<file path="config.mk">
export PLATFORM = sky130hd
export DESIGN_NAME = prog_counter
export DESIGN_NICKNAME = d
export VERILOG_FILES = /design/src/rtl/prog_counter.sv
export SDC_FILE = /design/constraint.sdc
export NUM_CORES = 1
export LEC_CHECK = 0
export ABC_CLOCK_PERIOD_IN_PS = 3200
export CAP_MARGIN = 20
export CORE_MARGIN = 1.5
export CORE_UTILIZATION = 48
export CTS_CLUSTER_SIZE = 40
export DETAILED_ROUTE_END_ITERATION = 8
export MAX_ROUTING_LAYER = met4
export PLACE_DENSITY = 0.9
export SLEW_MARGIN = 20
export SYNTH_ARGS = -nofsm -noshare
export SYNTH_HDL_FRONTEND = slang
export SYNTH_SLANG_ARGS = --single-unit
</file>
<file path="constraint.sdc">
create_clock -name clk -period 3.2 [get_ports clk]
set_clock_uncertainty 0.2 [all_clocks]
set_input_delay 0.96 -clock clk [delete_from_list [all_inputs] [get_ports clk]]
set_output_delay 0.96 -clock clk [all_outputs]
set_load 0.05 [all_outputs]
</file>
<file path="src/rtl/prog_counter.sv">
// Purpose: programmable up/down counter with wrap, saturate and one-shot modes,
//          a one-cycle terminal pulse (tc), a sticky done flag and a saturating
//          terminal-event counter.
// Latency: all outputs are registered; an input change is visible one clk edge later.
// Backpressure: none; en gates stepping, and while done=1 (one-shot) en is ignored.
//
// Ports:
//   clk       sole clock, rising edge
//   reset_n   synchronous active-low reset
//   en        count enable, one step per enabled cycle
//   dir       1 = up, 0 = down
//   mode      00 wrap, 01 saturate, 10 one-shot, 11 treated as wrap
//   term_cnt  terminal value; the counting range is 0..term_cnt
//   load      load load_val into count
//   load_val  value written on load, unmodified
//   clear     synchronous clear of count, tc, done and events
//   count     current count
//   tc        one-cycle pulse in the cycle after a terminal event
//   done      sticky one-shot completion flag
//   events    saturating number of terminal events
module prog_counter #(
    parameter int WIDTH     = 8,
    parameter int EVT_W     = 8,
    parameter int RESET_VAL = 0
) (
    input  logic             clk,
    input  logic             reset_n,
    input  logic             en,
    input  logic             dir,
    input  logic [1:0]       mode,
    input  logic [WIDTH-1:0] term_cnt,
    input  logic             load,
    input  logic [WIDTH-1:0] load_val,
    input  logic             clear,
    output logic [WIDTH-1:0] count,
    output logic             tc,
    output logic             done,
    output logic [EVT_W-1:0] events
);

    localparam logic [WIDTH-1:0] RST_CNT = WIDTH'(RESET_VAL);
    localparam logic [WIDTH-1:0] CNT_ONE = WIDTH'(1);
    localparam logic [EVT_W-1:0] EVT_ONE = EVT_W'(1);
    localparam logic [EVT_W-1:0] EVT_MAX = {EVT_W{1'b1}};

    localparam logic [1:0] MODE_SAT     = 2'b01;
    localparam logic [1:0] MODE_ONESHOT = 2'b10;

    logic             term_hit;
    logic [WIDTH-1:0] count_nxt;
    logic             tc_nxt;
    logic             done_nxt;
    logic [EVT_W-1:0] events_nxt;

    // Counting up, anything at or above term_cnt is terminal, so a value loaded
    // beyond the range is pulled back on the next enabled step instead of
    // running round the full 2^WIDTH space.
    assign term_hit = dir ? (count >= term_cnt) : (count == '0);

    always_comb begin
        count_nxt  = count;
        tc_nxt     = 1'b0;
        done_nxt   = done;
        events_nxt = events;
        if (clear) begin
            count_nxt  = RST_CNT;
            done_nxt   = 1'b0;
            events_nxt = '0;
        end else if (load) begin
            // events deliberately untouched by load
            count_nxt = load_val;
            done_nxt  = 1'b0;
        end else if (en && !done) begin
            if (term_hit) begin
                tc_nxt = 1'b1;
                if (events != EVT_MAX) begin
                    events_nxt = events + EVT_ONE;
                end
                case (mode)
                    MODE_SAT:     count_nxt = count;
                    MODE_ONESHOT: done_nxt  = 1'b1;
                    default:      count_nxt = dir ? '0 : term_cnt;
                endcase
            end else begin
                count_nxt = dir ? (count + CNT_ONE) : (count - CNT_ONE);
            end
        end
    end

    always_ff @(posedge clk) begin
        if (!reset_n) begin
            count  <= RST_CNT;
            tc     <= 1'b0;
            done   <= 1'b0;
            events <= '0;
        end else begin
            count  <= count_nxt;
            tc     <= tc_nxt;
            done   <= done_nxt;
            events <= events_nxt;
        end
    end

endmodule

</file>
==> summary.md, run 1 <==
| Metric | Value |
|---|---|
| Hold path depth | `2` |
| Tcrit/Tclk final | `98.2%` |
| Routed wl met2 | `2060 um` |
| Die area | `0.00345 mm2` |
| Mean Syn Cell Area | `8.43 um2` |
| Clock insertion delay at the later pin of the skew report | `0.29 ns` |
| WL met1 | `1890 um` |
| Main flop type after synthesis | `dfxtp_1` |
| Post-DP HPWL | `3090 um` |
| Sequential Area | `360 um2` |
| GRT overflow | `0` |
| Largest delay share family, worst path | `compound AO/OA/AOI/OAI gates` |
| Hold path start | `events[6]` |
| Reg2Reg Setup Slack | `0.46 ns` |
| Hold WC Path Type | `reg2reg` |
| Htree depth | `1` |
| Final Core Density | `76.6%` |
| Routed vias/inst | `5.97` |
| Routability Congestion | `0.932` |
| WP data arrival | `3.09 ns` |
| Layout area overhead | `54.2%` |
| Slew Limit Headroom | `54.6%` |
| Post-synthesis cell count | `177` |
| CP peak stage delay | `0.48 ns` |
| Asr flop ratio synth | `0%` |
| Slowest CP cell | `clkdlybuf4s50_1` |
| Fill cells | `193` |
| Final Hold Violating Endpoints | `0` |
| Worst setup SP type | `primary input` |
| # clock sinks | `18` |
| Syn nets | `218` |
| I/O pin cnt | `42` |
| Pwr dens | `284 mW/mm2` |
| Largest net degree at the start of global routing | `16` |
| Avg WL per Cell | `15.8 um` |
| Root Buffer | `clkbuf_4` |
| Uppermost layer routed | `met4` |
| # rows | `20` |
| Max clock buf depth | `2` |
| Yosys warns | `0` |
| Ant. Diodes | `0` |
| Gr usage total | `27.0%` |
| Dpl cells | `272` |
| Share of cells above drive strength 1 | `26.2%` |
| Synth area leader | `dfxtp_1` |
| Max VDD drop | `0.331 mV` |
| Post-route ant nets | `0` |
| Ordered cell list for the critical path | `clkdlybuf4s50_1, inv_1, ha_4, a21oi_2, nor2b_1, a2111oi_4, or2_4, a221oi_1, o41ai_2` |
| Met3 WL | `275 um` |
| Maxcap violations | `0` |
| Sequential share of the synthesized area | `24.2%` |
| FF-to-FF Start | `count[0]` |
| Result of the run | `completed` |
| Max Slew Vio Count | `0` |
| WS Path Type | `in2reg` |
| P_leak | `0.00101 uW` |
| Fin crit period | `3.14 ns` |
| Finished Layout Cells | `277` |
| Worst hold path endpoint | `events[6]` |
| Worst-Margin Slew | `0.680 ns` |
| Post-Synthesis Cell Area | `0.00149 mm2` |
| Worst R2R End | `count[1]` |
| EDFF count, synth | `0` |
| Final setup viols | `0` |
| Core area | `0.00300 mm2` |
| DR DRC count | `0` |
| Multi-input gate area | `0.00117 mm2` |
| Synth unique cells | `44` |
| Worst-path fanout max | `6` |
| Worst Path Required | `3.15 ns` |
| Synth top area share | `24.2%` |
| Crit. End Element | `register` |
| Initial antenna violation count | `0` |
| Initial Util | `49.7%` |
| Fin Hold WS | `0.301 ns` |
| Top post-synthesis cells by area | `dfxtp_1, ha_1, xnor2_1, nand3_1, inv_1` |
| R2R cell count | `10` |
| CTS Buf Count | `3` |
| Yosys reg bits | `18` |
| Synth top cells by count | `dfxtp_1, ha_1, inv_1, nor2_1, nand3_1` |
| Die height | `58.7 um` |
| Final-stage net count | `287` |
| Count leader, synth | `dfxtp_1` |
| Clk slew on worst S/H paths | `0.10 ns` |
| WP buf/inv | `2` |
| WL final | `4380 um` |
| DRT iter0 DRCs | `120` |
| CTS tree | `done` |
| DR vias | `1655` |
| Die X-Extent | `58.7 um` |
| Post-CTS Hold Buffers | `0` |
| Peak Freq | `318 MHz` |
| First-pass GRT wire length | `7000 um` |
| 1st-pass router iterations | `4` |
| Number of global-route vias before repair | `1504` |
| PortBufs | `41` |
| Total Power | `653 uW` |
==> per-stage QoR <==
| stage | instance area [um2] | setup slack [ns] | TNS [ns] |
|---|---|---|---|
| finish | 2300 | 0.0565 | 0 |
| global route | 2300 | -0.0291 | -0.0668 |
| CTS | 2210 | 0.00366 | 0 |
| detailed placement | 2120 | -0.487 | -7.28 |
| global placement | 2120 | -0.389 | -6.23 |
| floorplan | 1490 | 0.159 | 0 |
==> power breakdown <==
group          total, uW  internal [uW]  switching, uW
Clock                108           43.7           64.1
Combinational        300            143            157
Sequential           246            231           14.4
==> what timing repair did <==
item,in CTS,in global routing
resized for setup,14,18
endpoints found under the setup margin,17,17
cloned,1,0
buffers inserted,0,1
pin swaps,7,7
==> routing by layer <==
metal	global-route usage, %	vias to the layer above
met4	8.12	0
met3	4.62	16
li1	-	803
met5	-	-
met2	42.4	70
met1	35.6	766
==> cell type report <==
class | instances | share of cell area (%)
Clock buffer | 3 | 0.979
Inverter | 12 | 2.07
Multi-Input combinational cell | 140 | 51.1
Sequential cell | 18 | 15.7
Tap cell | 33 | 1.80
Timing Repair Buffer | 71 | 28.4
==> worst min-delay path: stages, from the launching register on <==
cell	delay, ns
dfxtp_1	0.35
nand2_1	0.06
o21ai_0	0.06
==> worst max path at each step <==
stage                      from  depth (start not counted)  slack (ns)   endpoint
global route        term_cnt[6]                         11       -0.03  events[4]
CTS                 term_cnt[4]                         11       0.004  events[2]
global placement    term_cnt[3]                         10       -0.39   count[0]
detailed placement  term_cnt[3]                         10       -0.49   count[1]
floorplan                   dir                          9        0.16   count[7]
finish              term_cnt[6]                          9        0.06   count[1]
==> kinds of logic after synthesis <==
logic type	count (synthesis)	share of synthesized area (%)
simple gates	65	23.7
fa+ha+maj	17	14.8
buf+inv	20	6.04
xor+xnor	10	5.87
flops	18	24.2
mux	1	0.671
compound gates	46	24.8
==> placed cells by master (no fill, tap or decap), types with 2 or more instances in the layout <==
cell type	netlist	routed
clkdlybuf4s50_1	0	34
ha_4	0	3
a21o_1	3	3
o21ai_2	2	2
nor2_2	2	2
inv_1	12	9
and3_1	4	4
a31oi_1	4	4
xnor2_1	8	8
a21oi_1	8	5
xor2_1	2	2
clkbuf_4	0	3
nor3_1	3	2
or4_1	2	2
nand2b_1	3	3
dfxtp_1	18	18
nand2_1	9	9
a31o_2	3	3
ha_1	16	12
nor2_1	12	12
a221oi_1	5	4
nor4_1	5	4
nand3_1	11	11
inv_2	0	2
nor2b_1	7	7
buf_4	1	29
dlymetal6s2s_1	0	6
o41ai_2	0	4
o21ai_0	7	6
a21oi_2	0	3
==> sequential cells by signal (all words and copies together) (netlist names) <==
name and count:
done 1, events 8, count 8, tc 1
No activity file was read; power rests on OpenSTA's default activity.
==> run 2: changes to the inputs <==
--- a/config.mk
+++ b/config.mk
@@ -7,7 +7,7 @@
 export LEC_CHECK = 0
 export ABC_CLOCK_PERIOD_IN_PS = 3200
 export CAP_MARGIN = 20
-export CORE_MARGIN = 1.5
+export CORE_MARGIN = 2
 export CORE_UTILIZATION = 48
 export CTS_CLUSTER_SIZE = 40
 export DETAILED_ROUTE_END_ITERATION = 8
==> constraint.sdc (replaced) <==
create_clock -name clk -period 3.2 [get_ports clk]
set_clock_uncertainty 0.2 [all_clocks]
set_input_delay 0.96 -clock clk [delete_from_list [all_inputs] [get_ports clk]]
set_output_delay 0.96 -clock clk [all_outputs]
set_load 0.1 [all_outputs]
==> summary.md, run 2 (synthesis gave the netlist of run 1 again) <==
| Metric | Value |
|---|---|
| WS Path Type | `in2reg (unchanged)` |
| 1st-pass router iterations | `4 (unchanged)` |
| First-pass GRT wire length | `7290 um (was 7000 um)` |
| Max VDD drop | `0.306 mV (was 0.331 mV)` |
| Ant. Diodes | `0 (unchanged)` |
| Max Slew Vio Count | `0 (unchanged)` |
| Worst setup SP type | `primary input (unchanged)` |
| Busiest layer in global routing | `met2 (unchanged)` |
| # rows | `20 (unchanged)` |
| R2R cell count | `11 (was 10)` |
| Root Buffer | `clkbuf_4 (unchanged)` |
| Crit. End Element | `register (unchanged)` |
| Worst-Margin Slew | `0.713 ns (was 0.680 ns)` |
| GRT met1 Usage | `32.9% (was 35.6%)` |
| Post-CTS Hold Buffers | `0 (unchanged)` |
| Die area | `0.00357 mm2 (was 0.00345 mm2)` |
| Result of the run | `completed (unchanged)` |
| Layout area overhead | `52.9% (was 54.2%)` |
| Avg WL per Cell | `16.2 um (was 15.8 um)` |
| DR DRC count | `0 (unchanged)` |
| Gr usage total | `27.5% (was 27.0%)` |
| Fin Hold WS | `0.328 ns (was 0.301 ns)` |
| Reg2Reg Setup Slack | `0.52 ns (was 0.46 ns)` |
| Worst-path fanout max | `8 (was 6)` |
| Commonest non-fill, non-tap cells in the layout | `buf_4, clkdlybuf4s50_1, dfxtp_1 (was clkdlybuf4s50_1, buf_4, dfxtp_1)` |
| Tcrit/Tclk final | `98.5% (was 98.2%)` |
| DRT iter0 DRCs | `51 (was 120)` |
| Final Hold Violating Endpoints | `0 (unchanged)` |
| Routability Congestion | `1.01 (was 0.932)` |
| CP Launch Point | `term_cnt[1] (was term_cnt[6])` |
| Clk slew on worst S/H paths | `0.11 ns (was 0.10 ns)` |
| PortBufs | `41 (unchanged)` |
| Final Core Density | `75.9% (was 76.6%)` |
| Core area | `0.00300 mm2 (unchanged)` |
| Final setup viols | `0 (unchanged)` |
| GR Util met3 | `4.33% (was 4.62%)` |
| CTS tree | `done (unchanged)` |
| GRT overflow | `0 (unchanged)` |
| DR vias | `1708 (was 1655)` |
| Routed vias/inst | `6.01 (was 5.97)` |
| Initial Util | `49.7% (unchanged)` |
| CTS Buf Count | `3 (unchanged)` |
| Worst Path Required | `3.20 ns (was 3.15 ns)` |
| Total Power | `721 uW (was 653 uW)` |
| Die height | `59.7 um (was 58.7 um)` |
| I/O pin cnt | `42 (unchanged)` |
| Slew Limit Headroom | `52.4% (was 54.6%)` |
| Clock insertion delay at the later pin of the skew report | `0.31 ns (was 0.29 ns)` |
| Post-DP HPWL | `3210 um (was 3090 um)` |
| Max clock buf depth | `2 (unchanged)` |
| Peak Freq | `317 MHz (was 318 MHz)` |
| Critical Path Sink | `count[0] (was count[1])` |
| Initial antenna violation count | `0 (unchanged)` |
| Largest net degree at the start of global routing | `16 (unchanged)` |
| WP data arrival | `3.16 ns (was 3.09 ns)` |
| Post-route ant nets | `0 (unchanged)` |
| Share of cells above drive strength 1 | `33.9% (was 26.2%)` |
| Pwr dens | `316 mW/mm2 (was 284 mW/mm2)` |
| Number of global-route vias before repair | `1613 (was 1504)` |
| Final-stage net count | `293 (was 287)` |
| Htree depth | `1 (unchanged)` |
| Die X-Extent | `59.7 um (was 58.7 um)` |
| P_leak | `0.00106 uW (was 0.00101 uW)` |
| WL final | `4610 um (was 4380 um)` |
| FF-to-FF Start | `count[0] (unchanged)` |
| Biggest regs | `count x8, events x8 (unchanged)` |
| Commonest non-fill, non-tap cell in the layout | `buf_4 (was clkdlybuf4s50_1)` |
| Fin crit period | `3.15 ns (was 3.14 ns)` |
| # clock sinks | `18 (unchanged)` |
| Met2 GRT Util | `47.8% (was 42.4%)` |
| Hold WC Path Type | `reg2reg (unchanged)` |
| Maxcap violations | `0 (unchanged)` |
| Worst R2R End | `count[0] (was count[1])` |
==> run 2: power breakdown <==
group / internal (uW) / switching, uW
combinational: 147 / 184
sequential: 232 / 14.5
clock: 69.5 / 75.2
total: 448 / 273
==> run 2: how the worst min path moves through the flow <==
stage,startpoint,slack [ns],to,cells after the start
6_report,events[6],0.33,events[6],2
5_1_grt,events[6],0.37,events[6],2
4_1_cts,events[6],0.32,events[6],2
3_5_place_dp,events[6],0.30,events[6],2
3_3_place_gp,events[6],0.29,events[6],2
2_1_floorplan,count[0],0.52,count[0],2
==> run 2: through the flow <==
step           instances  setup TNS [ns]  cell area (um2)  setup slack, ns
6_report             284               0             2280           0.0478
2_1_floorplan        177               0             1490           0.0668
3_5_place_dp         277           -8.65             2110           -0.583
4_1_cts              283               0             2240           0.0166
3_3_place_gp         277           -7.53             2110           -0.474
5_1_grt              284         -0.0170             2280          -0.0170
==> run 2: what timing repair did <==
action                                  4_1_cts  5_1_grt
endpoints found under the setup margin       18       12
buffers inserted                              1        1
gates cloned                                  1        0
gates resized for setup                      20        7
pin swaps                                     8        6
==> run 2: cell type report <==
class / count / area [um2]
Multi-Input combinational cell: 140 / 1140
Fill cell: 224 / 723
Clock buffer: 4 / 36.3
Timing Repair Buffer: 77 / 648
Inverter: 12 / 47.5
Sequential cell: 18 / 362
Tap cell: 33 / 41.3
==> run 2: per-layer routing <==
metal  part of all wire (%)  vias to the layer above
met5                      0                        -
met4                   0.83                        0
met3                    5.1                        4
met2                     52                       65
met1                     42                      829
li1                       -                      810
==> run 2: critical path, cell delays in order <==
cell	delay (ns)
clkdlybuf4s50_1	0.47
inv_1	0.08
ha_4	0.22
a21oi_2	0.14
o21ai_1	0.09
buf_4	0.15
a2111oi_4	0.39
buf_6	0.20
o2bb2ai_4	0.11
buf_4	0.16
o41ai_2	0.18
